`src/rtl/conv_layer_pkg.sv`:
```
// -----------------------------------------------------------------------------
// conv_layer_pkg
// Shared encodings for the convolution input window block:
//   state_e     : FSM state codes (also driven out on current_state)
//   cmd_e       : upstream command codes sampled in IDLE
//   ack_e       : one-cycle completion pulse codes
//   FLOAT32_ONE : IEEE-754 single-precision 1.0, presented during the bias cycle
// No ports (package only).
// -----------------------------------------------------------------------------
package conv_layer_pkg;

  typedef enum logic [2:0] {
    ST_IDLE    = 3'd0,
    ST_PRELOAD = 3'd1,
    ST_SHIFT   = 3'd2,
    ST_BIAS    = 3'd3,
    ST_LOAD    = 3'd4
  } state_e;

  typedef enum logic [1:0] {
    CMD_IDLE    = 2'd0,
    CMD_PRELOAD = 2'd1,
    CMD_SHIFT   = 2'd2,
    CMD_LOAD    = 2'd3
  } cmd_e;

  typedef enum logic [1:0] {
    ACK_IDLE        = 2'd0,
    ACK_PRELOAD_FIN = 2'd1,
    ACK_SHIFT_FIN   = 2'd2,
    ACK_LOAD_FIN    = 2'd3
  } ack_e;

  localparam logic [31:0] FLOAT32_ONE = 32'h3F80_0000;

endpackage

```
`src/rtl/conv_layer_row_store.sv`:
```
// -----------------------------------------------------------------------------
// conv_layer_row_store
// Holds SLOTS rows of WORDS pixel words each. One word-wide write port and a
// full-row parallel read of the selected slot. Contents are not reset.
// Ports:
//   clk        in   clock
//   i_wr_en    in   write strobe
//   i_wr_slot  in   row slot to write
//   i_wr_col   in   word position inside the row
//   i_wr_data  in   word to store
//   i_rd_slot  in   row slot presented on o_rd_row
//   o_rd_row   out  all WORDS words of the selected slot, word j at [(j+1)*WIDTH-1:j*WIDTH]
// -----------------------------------------------------------------------------
module conv_layer_row_store
  import conv_layer_pkg::*;
#(
  parameter int WIDTH = 32,
  parameter int SLOTS = 3,
  parameter int WORDS = 6,
  localparam int SLOT_W = $clog2(SLOTS),
  localparam int COL_W  = $clog2(WORDS)
) (
  input  logic                     clk,
  input  logic                     i_wr_en,
  input  logic [SLOT_W-1:0]        i_wr_slot,
  input  logic [COL_W-1:0]         i_wr_col,
  input  logic [WIDTH-1:0]         i_wr_data,
  input  logic [SLOT_W-1:0]        i_rd_slot,
  output logic [WORDS*WIDTH-1:0]   o_rd_row
);

  logic [WIDTH-1:0] r_mem [SLOTS][WORDS];

  always_ff @(posedge clk) begin
    if (i_wr_en) begin
      r_mem[i_wr_slot][i_wr_col] <= i_wr_data;
    end
  end

  // The whole row is needed at once so any column offset can be muxed out.
  generate
    for (genvar gi = 0; gi < WORDS; gi++) begin : g_rd
      assign o_rd_row[gi*WIDTH +: WIDTH] = r_mem[i_rd_slot][gi];
    end
  endgenerate

endmodule

```
`src/rtl/conv_layer_input_window.sv`:
```
// -----------------------------------------------------------------------------
// conv_layer_input_window
// Keeps K rows of INPUT_SIZE = A+K-1 pixel words in a circular store and, on
// command, walks the K x K kernel positions presenting A adjacent words per
// step on A parallel output ports.
// Optional feature macro: CONV_INPUT_BIAS_EN -- adds one BIAS cycle after the
// window walk that presents FLOAT32_ONE on every port.
// Ports:
//   clk, rst        clock, synchronous active-high reset
//   cmd             command (sampled in IDLE only)
//   data_in         pixel word from upstream, qualified by data_in_valid
//   data_in_ready   high in PRELOAD and LOAD
//   ack             one-cycle completion pulse
//   current_state   FSM state code
//   data_out_port   A window words, port i at [(i+1)*WIDTH-1:i*WIDTH]
//   data_out_valid  data_out_port carries a window or bias word
//   row_idx/col_idx kernel position of the presented window
// -----------------------------------------------------------------------------
module conv_layer_input_window
  import conv_layer_pkg::*;
#(
  parameter int WIDTH       = 32,
  parameter int KERNEL_SIZE = 3,
  parameter int ARRAY_SIZE  = 6
) (
  input  logic                        clk,
  input  logic                        rst,
  input  logic [1:0]                  cmd,
  input  logic [WIDTH-1:0]            data_in,
  input  logic                        data_in_valid,
  output logic                        data_in_ready,
  output logic [1:0]                  ack,
  output logic [2:0]                  current_state,
  output logic [ARRAY_SIZE*WIDTH-1:0] data_out_port,
  output logic                        data_out_valid,
  output logic [2:0]                  row_idx,
  output logic [2:0]                  col_idx
);

  localparam int K          = KERNEL_SIZE;
  localparam int A          = ARRAY_SIZE;
  localparam int INPUT_SIZE = A + K - 1;
  localparam int SLOT_W     = $clog2(K);
  localparam int COL_W      = $clog2(INPUT_SIZE);
  localparam int RV_W       = $clog2(K + 1);

  localparam logic [SLOT_W-1:0] LAST_SLOT = SLOT_W'(K - 1);
  localparam logic [SLOT_W:0]   K_EXT     = (SLOT_W + 1)'(K);
  localparam logic [COL_W-1:0]  LAST_COL  = COL_W'(INPUT_SIZE - 1);
  localparam logic [RV_W-1:0]   RV_FULL   = RV_W'(K);

  state_e                    r_state;
  state_e                    w_state_next;
  logic [RV_W-1:0]           r_rows_valid;
  logic [SLOT_W-1:0]         r_top_ptr;
  logic [SLOT_W-1:0]         r_wr_row;
  logic [COL_W-1:0]          r_wr_col;
  logic [SLOT_W-1:0]         r_step_row;
  logic [SLOT_W-1:0]         r_step_col;
  ack_e                      r_done;
  ack_e                      w_done_code;
  ack_e                      r_ack;
  logic [A*WIDTH-1:0]        r_data_out;
  logic                      r_valid;
  logic [2:0]                r_row_idx;
  logic [2:0]                r_col_idx;

  logic                      w_accept;
  logic                      w_row_end;
  logic                      w_rows_full;
  logic                      w_preload_last;
  logic                      w_load_last;
  logic                      w_shift_last;
  logic [SLOT_W-1:0]         w_wr_slot;
  logic [SLOT_W:0]           w_rd_sum;
  logic [SLOT_W-1:0]         w_rd_slot;
  logic [INPUT_SIZE*WIDTH-1:0] w_rd_row;
  logic [A*WIDTH-1:0]        w_window;

  assign data_in_ready  = (r_state == ST_PRELOAD) || (r_state == ST_LOAD);
  assign current_state  = r_state;
  assign ack            = r_ack;
  assign data_out_port  = r_data_out;
  assign data_out_valid = r_valid;
  assign row_idx        = r_row_idx;
  assign col_idx        = r_col_idx;

  assign w_accept       = data_in_ready && data_in_valid;
  assign w_row_end      = (r_wr_col == LAST_COL);
  assign w_rows_full    = (r_rows_valid == RV_FULL);
  assign w_preload_last = (r_state == ST_PRELOAD) && w_accept && w_row_end && (r_wr_row == LAST_SLOT);
  assign w_load_last    = (r_state == ST_LOAD) && w_accept && w_row_end;
  assign w_shift_last   = (r_state == ST_SHIFT) && (r_step_row == LAST_SLOT) && (r_step_col == LAST_SLOT);

  // PRELOAD fills slots in order; LOAD always replaces the oldest row.
  assign w_wr_slot = (r_state == ST_PRELOAD) ? r_wr_row : r_top_ptr;

  // Kernel row r lives in slot (top_ptr + r) mod K.
  assign w_rd_sum  = {1'b0, r_top_ptr} + {1'b0, r_step_row};
  assign w_rd_slot = (w_rd_sum >= K_EXT) ? SLOT_W'(w_rd_sum - K_EXT) : SLOT_W'(w_rd_sum);

  conv_layer_row_store #(
    .WIDTH (WIDTH),
    .SLOTS (K),
    .WORDS (INPUT_SIZE)
  ) u_row_store (
    .clk       (clk),
    .i_wr_en   (w_accept),
    .i_wr_slot (w_wr_slot),
    .i_wr_col  (r_wr_col),
    .i_wr_data (data_in),
    .i_rd_slot (w_rd_slot),
    .o_rd_row  (w_rd_row)
  );

  // Port i takes row word i + column offset.
  generate
    for (genvar gi = 0; gi < A; gi++) begin : g_win
      logic [COL_W-1:0] w_sel;
      assign w_sel = COL_W'(gi) + COL_W'(r_step_col);
      assign w_window[gi*WIDTH +: WIDTH] = w_rd_row[w_sel*WIDTH +: WIDTH];
    end
  endgenerate

  // ---------------------------------------------------------------- FSM
  always_ff @(posedge clk) begin
    if (rst) begin
      r_state <= ST_IDLE;
    end else begin
      r_state <= w_state_next;
    end
  end

  always_comb begin
    w_state_next = r_state;
    case (r_state)
      ST_IDLE: begin
        case (cmd)
          CMD_PRELOAD: w_state_next = ST_PRELOAD;
          CMD_SHIFT:   if (w_rows_full) w_state_next = ST_SHIFT;
          CMD_LOAD:    if (w_rows_full) w_state_next = ST_LOAD;
          default:     w_state_next = ST_IDLE;
        endcase
      end
      ST_PRELOAD: if (w_preload_last) w_state_next = ST_IDLE;
      ST_LOAD:    if (w_load_last) w_state_next = ST_IDLE;
      ST_SHIFT: begin
        if (w_shift_last) begin
`ifdef CONV_INPUT_BIAS_EN
          w_state_next = ST_BIAS;
`else
          w_state_next = ST_IDLE;
`endif
        end
      end
      default: w_state_next = ST_IDLE;
    endcase
  end

  // Completion is flagged on the final operating cycle and surfaces on ack one
  // cycle later, i.e. just after the last registered output word.
  always_comb begin
    w_done_code = ACK_IDLE;
    if (w_preload_last) begin
      w_done_code = ACK_PRELOAD_FIN;
    end else if (w_load_last) begin
      w_done_code = ACK_LOAD_FIN;
`ifdef CONV_INPUT_BIAS_EN
    end else if (r_state == ST_BIAS) begin
      w_done_code = ACK_SHIFT_FIN;
`else
    end else if (w_shift_last) begin
      w_done_code = ACK_SHIFT_FIN;
`endif
    end
  end

  // ---------------------------------------------------------------- datapath
  always_ff @(posedge clk) begin
    if (rst) begin
      r_rows_valid <= '0;
      r_top_ptr    <= '0;
      r_wr_row     <= '0;
      r_wr_col     <= '0;
      r_step_row   <= '0;
      r_step_col   <= '0;
      r_done       <= ACK_IDLE;
      r_ack        <= ACK_IDLE;
      r_data_out   <= '0;
      r_valid      <= 1'b0;
      r_row_idx    <= '0;
      r_col_idx    <= '0;
    end else begin
      r_done     <= w_done_code;
      r_ack      <= r_done;
      r_data_out <= '0;
      r_valid    <= 1'b0;
      r_row_idx  <= '0;
      r_col_idx  <= '0;
      case (r_state)
        ST_IDLE: begin
          r_wr_col   <= '0;
          r_step_row <= '0;
          r_step_col <= '0;
          if (cmd == CMD_PRELOAD) begin
            r_rows_valid <= '0;
            r_top_ptr    <= '0;
            r_wr_row     <= '0;
          end
        end
        ST_PRELOAD: begin
          if (w_accept) begin
            if (w_row_end) begin
              r_wr_col     <= '0;
              r_wr_row     <= r_wr_row + SLOT_W'(1);
              r_rows_valid <= r_rows_valid + RV_W'(1);
            end else begin
              r_wr_col <= r_wr_col + COL_W'(1);
            end
          end
        end
        ST_LOAD: begin
          if (w_accept) begin
            if (w_row_end) begin
              r_wr_col  <= '0;
              r_top_ptr <= (r_top_ptr == LAST_SLOT) ? '0 : r_top_ptr + SLOT_W'(1);
            end else begin
              r_wr_col <= r_wr_col + COL_W'(1);
            end
          end
        end
        ST_SHIFT: begin
          r_data_out <= w_window;
          r_valid    <= 1'b1;
          r_row_idx  <= 3'(r_step_row);
          r_col_idx  <= 3'(r_step_col);
          if (r_step_col == LAST_SLOT) begin
            r_step_col <= '0;
            r_step_row <= r_step_row + SLOT_W'(1);
          end else begin
            r_step_col <= r_step_col + SLOT_W'(1);
          end
        end
`ifdef CONV_INPUT_BIAS_EN
        ST_BIAS: begin
          r_data_out <= {A{WIDTH'(FLOAT32_ONE)}};
          r_valid    <= 1'b1;
          r_row_idx  <= 3'(K - 1);
          r_col_idx  <= 3'(K - 1);
        end
`endif
        default: begin
        end
      endcase
    end
  end

endmodule

```
`config.mk`:
```
export PLATFORM = sky130hd
export DESIGN_NAME = conv_layer_input_window
export DESIGN_NICKNAME = d
export VERILOG_FILES = /design/src/rtl/conv_layer_pkg.sv /design/src/rtl/conv_layer_row_store.sv /design/src/rtl/conv_layer_input_window.sv
export SDC_FILE = /design/constraint.sdc
export NUM_CORES = 1
export LEC_CHECK = 0
export CAP_MARGIN = 15
export CORE_MARGIN = 10
export CORE_UTILIZATION = 45
export DETAILED_ROUTE_END_ITERATION = 8
export PLACE_DENSITY = 0.68
export SYNTH_ARGS = -nofsm -noshare
export SYNTH_HDL_FRONTEND = slang
export SYNTH_SLANG_ARGS = --single-unit
```
`constraint.sdc`:
```
create_clock -name clk -period 5.9 [get_ports clk]
set_input_delay 1.77 -clock clk [delete_from_list [all_inputs] [get_ports clk]]
set_output_delay 1.77 -clock clk [all_outputs]
set_load 0.02 [all_outputs]
```
== Yosys cells after proc, flatten, opt, wreduce, memory -nomap -nowiden ==
Memories as Yosys holds them, arrays and structs flattened.
Cells that the tools add are included.
W data, S select, Z words.

* Mux-type cells: 35
* Add/subtract/negate cells: 13
* $lt $le $gt $ge: 3
* Bitwise logic cells: 2
* Equality and inequality tests: 24
* Reductions and logical operators: 23
* Shift operators: 6

{| class="wikitable"
|+ Operators with widths
! cell !! count
|-
| $shiftx A256 B9 Y32 || 5
|-
| $mux W256 || 1
|-
| $shiftx A256 B8 Y32 || 1
|-
| $demux W32 S3 || 1
|-
| $mux W32 || 1
|-
| $mux W2 || 14
|-
| $mux W3 || 7
|-
| $pmux W2 S2 || 5
|-
| $ne A2 B2 Y1 const B || 8
|-
| $eq A2 B2 Y1 const B || 7
|-
| $pmux W3 S4 || 1
|-
| $add A2 B1 Y2 const B || 5
|-
| $logic_and A1 B1 Y1 || 9
|-
| $pmux W3 S3 || 1
|-
| $reduce_and A4 Y1 || 2
|-
| $reduce_bool A2 Y1 || 4
|-
| $add A2 B2 Y3 const A || 2
|-
| $add A3 B2 Y3 const A || 2
|-
| $eq A3 B3 Y1 const B || 2
|-
| $ne A3 B3 Y1 const B || 2
|-
| $pmux W3 S2 || 1
|-
| $reduce_or A2 Y1 || 3
|-
| $reduce_and A5 Y1 || 1
|-
| $ge A4 B4 Y1 const B || 1
|-
| other kinds (16) || 20
|}

* Input bits: 37
* Memories kept: 1
* Logic and storage cells: 123
* Register bits: 219
* RAM bits: 768
* Output and inout bits: 205

{| class="wikitable"
|+ Memory list
! memory !! depth !! bits a word !! read ports !! clocked after Yosys merged registers in !! write ports !! line !! source
|-
| u_row_store.r_mem || 3 || 256 || 1 || 0 || 1 || conv_layer_row_store.sv:32 || <nowiki>logic [WIDTH-1:0] r_mem [SLOTS][WORDS];</nowiki>
|}

== Longest topological paths before layout ==
Gate-level depths: netlist of the first run.

* Word-level depth: 8
* Gate-level depth with buffers: 16
* Mapped depth without buffers: 11

== Cells and area by module ==
Synthesis of the first run repeated with hierarchy kept, for this count alone.

* Cell total of the unflattened synthesis: 2518
* Area, all modules: 40732.8 µm²

{| class="wikitable"
|+ Modules (own cells, without submodules)
! module !! area each (µm²) !! cells each !! instances !! sequential area each (µm²)
|-
| conv_layer_row_store || 28747.6 || 1662 || 1 || 23062.1
|-
| conv_layer_input_window || 11985.2 || 856 || 1 || 4344.2
|}

== Least setup slack after synthesis of the first run ==
Ideal clock, no wire load.

* Path type: input to register
* From: in data_in_valid
* To: mem u_row_store.r_mem[1][224] (netlist name), enable pin
* Library setup time: 461 ps
* Buffers on the path: 0
* Stages on the path: 3
* Slack: 958 ps
* Data arrival time: 4481 ps
* Required time: 5439 ps
* Path through: nand2_1 or3_1 nor3_1

* Cells in the longest elaborated chain, start to end: 3

{| class="wikitable"
|+ Ends and longest elaborated chain
! what !! line !! source
|-
| start: declaration || conv_layer_input_window.sv:30 || <nowiki>input logic data_in_valid,</nowiki>
|-
| $logic_and A1 B1 Y1 || conv_layer_input_window.sv:88 || <nowiki>assign w_accept = data_in_ready && data_in_valid;</nowiki>
|-
| $mux W1 || conv_layer_row_store.sv:35 || <nowiki>if (i_wr_en) begin</nowiki>
|-
| $mux W256 (not written as such) || conv_layer_row_store.sv:36 || <nowiki>r_mem[i_wr_slot][i_wr_col] <= i_wr_data;</nowiki>
|-
| end: declaration || conv_layer_row_store.sv:32 ||
|}

No other way between the ends.

== Final worst setup path of the first run ==
* From: reg r_top_ptr[0]
* To: reg r_data_out[19], in the netlist data_out_port[19]

* Cells in the longest elaborated chain, start to end: 5
* Elaborated cells between the ends (all ways): 6
* Those cells by class: 2 x add/sub; 1 x order compare; 1 x shift; 1 x mux; 1 x memory

{| class="wikitable"
|+ Ends and longest elaborated chain
! what !! line !! source
|-
| start: declaration || conv_layer_input_window.sv:55 || <nowiki>logic [SLOT_W-1:0] r_top_ptr;</nowiki>
|-
| start signal: assignment || conv_layer_input_window.sv:226 || <nowiki>r_top_ptr <= (r_top_ptr == LAST_SLOT) ? '0 : r_top_ptr + SLOT_W'(1);</nowiki>
|-
| $add A2 B2 Y3 (*) || conv_layer_input_window.sv:99 || <nowiki>assign w_rd_sum = {1'b0, r_top_ptr} + {1'b0, r_step_row};</nowiki>
|-
| $ge A3 B2 Y1 or $sub A2 B2 Y2 (tied branches) || conv_layer_input_window.sv:100 || <nowiki>assign w_rd_slot = (w_rd_sum >= K_EXT) ? SLOT_W'(w_rd_sum - K_EXT) : SLOT_W'(w_rd_sum);</nowiki>
|-
| $mux W2 (*) || conv_layer_input_window.sv:100 ||
|-
| $mem_v2 Z3 W256 (*) || -- ||
|-
| $shiftx A256 B8 Y32 (*) || conv_layer_input_window.sv:121 || <nowiki>assign w_window[gi*WIDTH +: WIDTH] = w_rd_row[w_sel*WIDTH +: WIDTH];</nowiki>
|-
| end signal: assignment || conv_layer_input_window.sv:233 || <nowiki>r_data_out <= w_window;</nowiki>
|-
| end: declaration || conv_layer_input_window.sv:63 || <nowiki>logic [A*WIDTH-1:0] r_data_out;</nowiki>
|}

Every way passes the cells marked *; elsewhere a longest branch is shown, timed or not.
A chain may end at the register's enable or synchronous reset.

==> Flow_metrics.wiki, run 1 <==
{| class="wikitable"
! Metric !! Value
|-
| Critical R2R Capture || data_out_port[19]
|-
| Power density over the cells || 288.2 nW/um^2
|-
| Max stage delay cell, worst path || sky130_fd_sc_hd__fa_1
|-
| Post-route antenna net violation count || 0
|-
| Unrepaired setup endpoints after global routing || no
|-
| Final number of setup-violating endpoints || 0
|-
| Seq cells post-synth || about 1000
|-
| Area fraction of the dominant cell type after synthesis || 0.5195
|-
| Routed length per placed instance || between 30 and 40 um
|-
| Worst setup slack for register-to-register paths || 0.97 ns
|-
| Starting utilization of the core area || 0.4524
|-
| Setup TNS Final || 0 ns
|-
| H-tree level count || 3
|-
| Number of warnings printed during yosys synthesis || 0
|-
| Count of flip-flops with a built-in enable after synthesis || 768
|-
| Vias per std cell || around 6.6
|-
| Vias post-DR || roughly 33000
|-
| Startpoint-to-endpoint class of the critical path || reg -> reg
|-
| Standby leakage power || 18.30 nW
|-
| Number of setup buffers added after CTS || 0
|-
| Launch point of the worst path || r_top_ptr[0]
|-
| Average instance area after synthesis || ~12 um^2
|-
| Number of buffers created by CTS || approximately 100
|-
| MaxCap Viol Count || 0
|-
| Hold buffer count at CTS || 0
|-
| Worst voltage drop across the vdd grid || ~0.21 mV
|-
| Post-synth ARST share || 0
|-
| Floorplan row count || ~120
|-
| Sinks on Clock Net || ~1000
|-
| CTS tree || done
|-
| Half-perimeter wire length after detailed placement || about 95000 um
|-
| Slew @ Worst Pin || between 1 and 1.5 ns
|-
| Vertical extent of the die || 334.1 um
|-
| Overflow after GRT || 0
|-
| Top cells by area in the synthesized netlist || sky130_fd_sc_hd__edfxtp_1 52%, sky130_fd_sc_hd__dfxtp_1 9.8%, sky130_fd_sc_hd__mux2i_1 6.7%
|-
| Fraction of layout instances using a drive strength above 1 || 0.1221
|-
| Leading register cell type out of synthesis || sky130_fd_sc_hd__edfxtp_1
|-
| Final worst slack || around 0.97 ns
|-
| Post-placement cell area || ~48000 um^2
|-
| Final Max Tran Viols || 0
|-
| Hold Fails Final Rpt || 0
|-
| Initial antenna violation count || 5
|-
| Worst min-delay path class || reg -> reg
|-
| Detailed Route Iter0 Violations || ~5100
|-
| WL final || 154200 um
|-
| Post-synthesis to final-layout area growth || 16.60%
|-
| Max-slew headroom at the worst pin || 0.1798
|-
| Util after Layout || 0.5275
|-
| Dpl ws || between 0.9 and 1 ns
|-
| Number of distinct standard cells referenced by the synthesized netlist || 89
|-
| Cell area after layout || roughly 52000 um^2
|-
| Number of inserted filler cells in the final layout || ~8200
|-
| Period Utilization, post-route || 0.8363
|-
| Count of input and output buffers || between 200 and 250
|-
| Dominant delay contributor by cell family on the critical path || compound AO/OA/AOI/OAI gates
|-
| Maximum net fanout on the critical path || 29
|-
| Clock root cell || sky130_fd_sc_hd__clkbuf_16
|-
| Cell depth of the worst flop-to-flop path || 13
|-
| I/O pin count || 242
|-
| Total Power Consumption || between 10 and 15 mW
|-
| Routability congestion estimate from global placement || slightly below 0.9
|-
| Final worst path period need || 4.934 ns
|-
| Number of cells on the critical path || 13
|-
| Clock tree skew after final layout || 0.03049 ns
|-
| Number of detailed-route iterations in the first pass || 9
|-
| Cell type with the highest aggregate area in the netlist || sky130_fd_sc_hd__edfxtp_1
|-
| Global-route wire length before repair || 219600 um
|-
| Clock latency reported for the late side of the worst-skew pair || ~0.69 ns
|-
| Proportion of synthesized chip area in sequential cells || 0.6174
|-
| Required time at the endpoint of the critical path || about 6.5 ns
|-
| Remaining routing DRC violations || 0
|-
| Final Net Count || about 3800
|-
| Endpoint of the worst setup timing path || data_out_port[19]
|-
| Worst reg2reg path startpoint || r_top_ptr[0]
|-
| CORE AREA || 98130 um^2
|-
| Number of buffers between clock root and the deepest sink || 3
|-
| DIE AREA || roughly 110000 um^2
|-
| Die outline width || roughly 330 um
|-
| Status || completed
|-
| Critical path arrival || ~5.5 ns
|-
| Bufs and invs on worst path || 4
|-
| Tot GR Track Use || 0.2644
|-
| Critical Path Start Type || register
|-
| Vias in the first global route || a little over 30000
|-
| Synthesized cell area || between 40000 and 50000 um^2
|-
| Critical path endpoint category || register
|-
| Upper clock frequency limit || 202.7 MHz
|-
| Delay of the slowest critical-path stage || approximately 0.87 ns
|-
| Largest net degree at the start of global routing || 140
|-
| Register clock-pin slew on the reported worst setup and hold paths || about 0.070 ns
|-
| Resize count post-CTS || 0
|-
| Cell count after synthesis || ~3600
|-
| Cells along the critical path || ha_4, inv_1, fa_1, inv_1, ha_4, nand3b_1, o21ai_4, buf_4, buf_4, nor2_1, a21oi_1, mux2i_1, a211oi_1
|}
[sequential cells by signal, indices dropped and copies added, names as in the netlist]
register and cells:
ack 2, col_idx 2, current_state 3, data_out_port 192
data_out_valid 1, r_done 2, r_rows_valid 2, r_step_col 2
r_step_row 2, r_top_ptr 2, r_wr_col 3, r_wr_row 2
row_idx 2, u_row_store.r_mem 768
[kinds of logic after synthesis]
logic type | count (synthesis) | share of synthesized area
AO/OA/AOI/OAI | 1109 | 0.1737
flip-flops | 985 | 0.6174
AND/OR/NAND/NOR | 714 | 0.07213
multiplexers | 394 | 0.09543
buffers and inverters | 354 | 0.03751
adder cells (fa/ha/maj) | 12 | 0.003551
other | 1 | 0.00008447
XOR/XNOR | 1 | 0.0001973
[routing by layer]
layer,GRT usage,up-vias,wire length [um]
li1,-,14123,-
met1,0.3684,16431,61130
met2,0.3976,2501,67240
met3,0.06234,366,19580
met4,0.09920,8,6196
met5,0,-,52
[placed cells by master (no fill, tap or decap), drive strengths merged, types with 16 or more instances in the layout]
master	count
o211ai	46
o21ai	64
clkinv	30
nand2	249
o22ai	140
nor2b	24
a2bb2oi	44
edfxtp	768
buf	97
o221ai	28
mux2i	295
dfxtp	217
a21oi	294
a21o	102
nand2b	19
inv	63
or3	27
o31ai	19
a211o	16
mux2	84
a211oi	134
a221oi	17
a32oi	20
clkdlybuf4s50	239
nor3	71
clkbuf	149
a22oi	52
nor2	257
[worst register-to-register path, stage by stage, from the launching register on]
cell and delay, ns:
sky130_fd_sc_hd__dfxtp_1 0.43, sky130_fd_sc_hd__ha_4 0.15, sky130_fd_sc_hd__inv_1 0.04, sky130_fd_sc_hd__fa_1 0.87, sky130_fd_sc_hd__inv_1 0.17, sky130_fd_sc_hd__ha_4 0.22, sky130_fd_sc_hd__nand3b_1 0.48, sky130_fd_sc_hd__o21ai_4 0.62
sky130_fd_sc_hd__buf_4 0.52, sky130_fd_sc_hd__buf_4 0.36, sky130_fd_sc_hd__nor2_1 0.07, sky130_fd_sc_hd__a21oi_1 0.36, sky130_fd_sc_hd__mux2i_1 0.22, sky130_fd_sc_hd__a211oi_1 0.33
[report_power, final]
part / switching, mW / leakage [nW] / internal (mW) / total [mW]
clock: 2.84 / 1.80 / 3.94 / 6.77
combinational: 0.387 / 7.85 / 0.188 / 0.575
sequential: 0.0410 / 8.66 / 7.53 / 7.57
total: 3.27 / 18.3 / 11.7 / 14.9
[synth_stat cells, types with 84 or more instances]
cell type	instances
sky130_fd_sc_hd__buf_2	100
sky130_fd_sc_hd__edfxtp_1	768
sky130_fd_sc_hd__a21oi_1	294
sky130_fd_sc_hd__o22ai_1	139
sky130_fd_sc_hd__a211oi_1	129
sky130_fd_sc_hd__dfxtp_1	217
sky130_fd_sc_hd__mux2_2	84
sky130_fd_sc_hd__clkbuf_1	142
sky130_fd_sc_hd__nand2_1	247
sky130_fd_sc_hd__a21o_1	102
sky130_fd_sc_hd__mux2i_1	295
sky130_fd_sc_hd__nor2_1	255
[final cells by class]
class	count	area, um^2	area share
sequential	985	27410	0.5296
multi-input combinational	2232	15570	0.3008
timing repair buffer	336	3373	0.06517
clock buffer	149	3248	0.06275
tap	1287	1610	0.03111
clock inverter	46	332.8	0.006430
inverter	51	209.0	0.004037
antenna	1	2.502	0.00004835
[per-stage QoR]
stage	hold slack (ns)	instances
final	0.4488	5087
after global routing	0.4576	5086
after global placement	0.4216	4889
after floorplan	0.4138	3571
after CTS	0.4484	5084
after detailed placement	0.4340	4889
[worst min path at each step]
stage / startpoint / endpoint / cells after the start
5_1_grt: r_done[1] / ack[1] / 1
4_1_cts: r_done[1] / ack[1] / 1
3_3_place_gp: r_done[1] / ack[1] / 1
2_1_floorplan: r_done[0] / ack[0] / 1
6_report: r_done[0] / ack[0] / 1
3_5_place_dp: r_done[1] / ack[1] / 1
No activity file was read; power rests on OpenSTA's default activity.
==> run 2, diff against run 1 <==
--- a/config.mk
+++ b/config.mk
@@ -9,7 +9,7 @@
 export CORE_MARGIN = 10
 export CORE_UTILIZATION = 45
 export DETAILED_ROUTE_END_ITERATION = 8
-export PLACE_DENSITY = 0.68
+export PLACE_DENSITY = 0.7
 export SYNTH_ARGS = -nofsm -noshare
 export SYNTH_HDL_FRONTEND = slang
 export SYNTH_SLANG_ARGS = --single-unit
==> constraint.sdc (replaced) <==
create_clock -name clk -period 4.2 [get_ports clk]
set_input_delay 1.26 -clock clk [delete_from_list [all_inputs] [get_ports clk]]
set_output_delay 1.26 -clock clk [all_outputs]
set_load 0.02 [all_outputs]
==> run 2 against run 1 <==
Largest cell class unchanged. Sequential share of layout area down 0.75 points. Critical path depth unchanged. Clock power up 36%. Design area up 1.4%. Global-route usage down 0.27 points.
==> Flow_metrics.wiki, run 2 (same netlist as run 1, synthesis figures left out) <==
{| class="wikitable"
! Metric !! Value
|-
| Setup TNS Final || 0 ns (unchanged)
|-
| Maximum net fanout on the critical path || 30 (+3.4%)
|-
| Total Power Consumption || 20.66 mW (+39%)
|-
| Number of buffers between clock root and the deepest sink || 3 (unchanged)
|-
| Cell depth of the worst flop-to-flop path || 13 (unchanged)
|-
| Worst Min Path Start || r_done[1]
|-
| Number of setup buffers added after CTS || 0 (unchanged)
|-
| Vias per std cell || 6.441 (-2.0%)
|-
| Initial antenna violation count || 3 (-2)
|-
| Power density over the cells || 393.6 nW/um^2 (+37%)
|-
| Dpl ws || 0.2817 ns (-0.6755 ns)
|-
| WL final || 151600 um (-1.7%)
|-
| Unrepaired setup endpoints after global routing || no
|-
| Post-route antenna net violation count || 0 (unchanged)
|-
| Final worst path period need || 4.110 ns (-0.8240 ns)
|-
| Number of detailed-route iterations in the first pass || 6 (-3)
|-
| Vias in the first global route || 31673 (+2.0%)
|-
| I/O pin count || 242 (unchanged)
|-
| Combined area of the multi-input logic cells || 15590 um^2 (+0.12%)
|-
| Starting utilization of the core area || 0.4524 (unchanged)
|-
| CTS tree || done
|-
| Fraction of layout instances using a drive strength above 1 || 0.1362 (+0.01402)
|-
| Die outline width || 334.1 um (unchanged)
|-
| Count of input and output buffers || 239 (unchanged)
|-
| Diodes inserted || 0 (-1)
|-
| H-tree level count || 3 (unchanged)
|-
| Upper clock frequency limit || 243.3 MHz (+20%)
|-
| Standby leakage power || 18.65 nW (+1.9%)
|-
| Top library cells by usage in the layout, fill and taps aside || 768 x sky130_fd_sc_hd__edfxtp_1, 295 x sky130_fd_sc_hd__mux2i_1, 294 x sky130_fd_sc_hd__a21oi_1, 245 x sky130_fd_sc_hd__nand2_1, 239 x sky130_fd_sc_hd__clkdlybuf4s50_1
|-
| Worst hold stages || 1 (unchanged)
|-
| Final Max Tran Viols || 0 (unchanged)
|-
| Most common cell after layout, fill and taps aside || sky130_fd_sc_hd__edfxtp_1
|-
| Final number of setup-violating endpoints || 0 (unchanged)
|-
| Tot GR Track Use || 0.2617 (-0.002732)
|-
| Worst min-delay path class || reg -> reg
|-
| Final Net Count || 3840 (+2.2%)
|-
| Resize count post-CTS || 0 (unchanged)
|-
| Critical R2R Capture || data_out_port[59]
|-
| Post-synthesis to final-layout area growth || 18.26%
|-
| Period Utilization, post-route || 0.9786 (+0.1423)
|-
| Detailed Route Iter0 Violations || 4990 (-2.3%)
|-
| Status || completed
|-
| Non-Filler Instances || 5165 (+1.5%)
|-
| Clock latency reported for the late side of the worst-skew pair || 0.69 ns (about the same)
|-
| Critical path arrival || 4.73 ns (-0.77 ns)
|-
| Sinks on Clock Net || 985 (unchanged)
|-
| Clock tree skew after final layout || 0.03815 ns (+0.007660 ns)
|-
| Hold Fails Final Rpt || 0 (unchanged)
|-
| Startpoint-to-endpoint class of the critical path || reg -> reg
|-
| Routed length per placed instance || 29.35 um (-3.2%)
|-
| Number of flip-flops under the largest register name || 768 (unchanged)
|-
| Register area || 27410 um^2 (unchanged)
|-
| Post-placement cell count || 4975 (+1.8%)
|-
| Number of inserted filler cells in the final layout || 8075 (-1.4%)
|-
| Clock root cell || sky130_fd_sc_hd__clkbuf_16
|-
| Half-perimeter wire length after detailed placement || 96240 um (+1.4%)
|-
| Top reg by flops || u_row_store.r_mem
|-
| Vertical extent of the die || 334.1 um (unchanged)
|-
| Number of buffers created by CTS || 101 (-1.9%)
|-
| DIE AREA || 111600 um^2 (unchanged)
|-
| CORE AREA || 98130 um^2 (unchanged)
|-
| Critical path endpoint category || register
|-
| Worst reg2reg path startpoint || r_top_ptr[0]
|-
| Worst voltage drop across the vdd grid || 0.3029 mV (+46%)
|-
| Global-route wire length before repair || 218900 um (-0.33%)
|-
| Max-slew headroom at the worst pin || 0.2762 (+0.09642)
|-
| Register clock-pin slew on the reported worst setup and hold paths || 0.06 ns (about the same)
|-
| Final worst slack || 0.08983 ns (-0.8760 ns)
|-
| Hold buffer count at CTS || 0 (unchanged)
|-
| Critical Path Start Type || register
|-
| Overflow after GRT || 0 (unchanged)
|-
| Largest net degree at the start of global routing || 105 (-25%)
|-
| Required time at the endpoint of the critical path || 4.82 ns (-1.65 ns)
|-
| Routability congestion estimate from global placement || 0.9071 (+2.0%)
|-
| MaxCap Viol Count || 0 (unchanged)
|-
| Remaining routing DRC violations || 0 (unchanged)
|-
| Destination of the worst hold path || ack[1]
|-
| Vias post-DR || 33269 (-0.48%)
|-
| Floorplan row count || 115 (unchanged)
|-
| Slew @ Worst Pin || 1.082 ns (-0.1434 ns)
|-
| Worst setup slack for register-to-register paths || 0.09 ns (-0.88 ns)
|}
[run 2: cell types whose count changed in the layout (fill, tap and decap cells not counted), moves of 11 or more]
cell	previous run	this run
sky130_fd_sc_hd__buf_4	78	141
sky130_fd_sc_hd__buf_12	17	40
sky130_fd_sc_hd__clkbuf_1	13	24
sky130_fd_sc_hd__clkbuf_16	119	107
[run 2: area by class of cell]
| class | count | share of cell area |
|---|---|---|
| Multi-Input combinational cell | 2232 | 0.2969 |
| Clock buffer | 142 | 0.05560 |
| Sequential cell | 985 | 0.5222 |
| Clock inverter | 48 | 0.009652 |
| Inverter | 51 | 0.003980 |
| Tap cell | 1287 | 0.03067 |
| Timing Repair Buffer | 420 | 0.08098 |
[run 2: worst max path at each step]
stage                     cells after the start                        end           from  slack (ns)
final                                        13          data_out_port[59]   r_top_ptr[0]        0.09
after global routing                         13          data_out_port[59]   r_top_ptr[0]        0.06
after CTS                                    14          data_out_port[59]   r_top_ptr[0]        0.25
after detailed placement                      7          data_out_port[28]            rst        0.28
after global placement                        7          data_out_port[28]            rst        0.29
after floorplan                               3  u_row_store.r_mem[1][100]  data_in_valid        0.64
[run 2: through the flow]
| step | util | cell area, um^2 | hold slack (ns) |
|---|---|---|---|
| 2_1_floorplan | - | 44410 | 0.4138 |
| 3_3_place_gp | 0.5001 | 49070 | 0.4197 |
| 3_5_place_dp | 0.5001 | 49070 | 0.4265 |
| 4_1_cts | 0.5350 | 52500 | 0.4390 |
| 5_1_grt | 0.5350 | 52500 | 0.4605 |
| 6_report | 0.5350 | 52500 | 0.4352 |
[run 2: layer usage]
layer | share of wire | track usage | up-vias
li1 | - | - | 14284
met4 | 0.042 | 0.1106 | 6
met5 | 0.00026 | 0 | -
met1 | 0.40 | 0.3539 | 16421
met3 | 0.12 | 0.06194 | 337
met2 | 0.44 | 0.4002 | 2221
[run 2: where the power goes]
part	total [mW]	switching (mW)	internal [mW]
Sequential	10.6	0.0551	10.6
Combinational	0.799	0.527	0.272
Clock	9.24	3.88	5.36
Total	20.7	4.46	16.2
[run 2: critical path, cell delays in order (launching register included)]
cell,delay (ns)
sky130_fd_sc_hd__dfxtp_1,0.43
sky130_fd_sc_hd__ha_4,0.16
sky130_fd_sc_hd__inv_1,0.04
sky130_fd_sc_hd__fa_1,0.60
sky130_fd_sc_hd__inv_1,0.11
sky130_fd_sc_hd__ha_4,0.41
sky130_fd_sc_hd__o21ai_4,0.52
sky130_fd_sc_hd__buf_12,0.28
sky130_fd_sc_hd__buf_4,0.17
sky130_fd_sc_hd__nor2_1,0.04
sky130_fd_sc_hd__a21oi_1,0.25
sky130_fd_sc_hd__mux2i_1,0.18
sky130_fd_sc_hd__a211oi_1,0.60
sky130_fd_sc_hd__buf_4,0.24
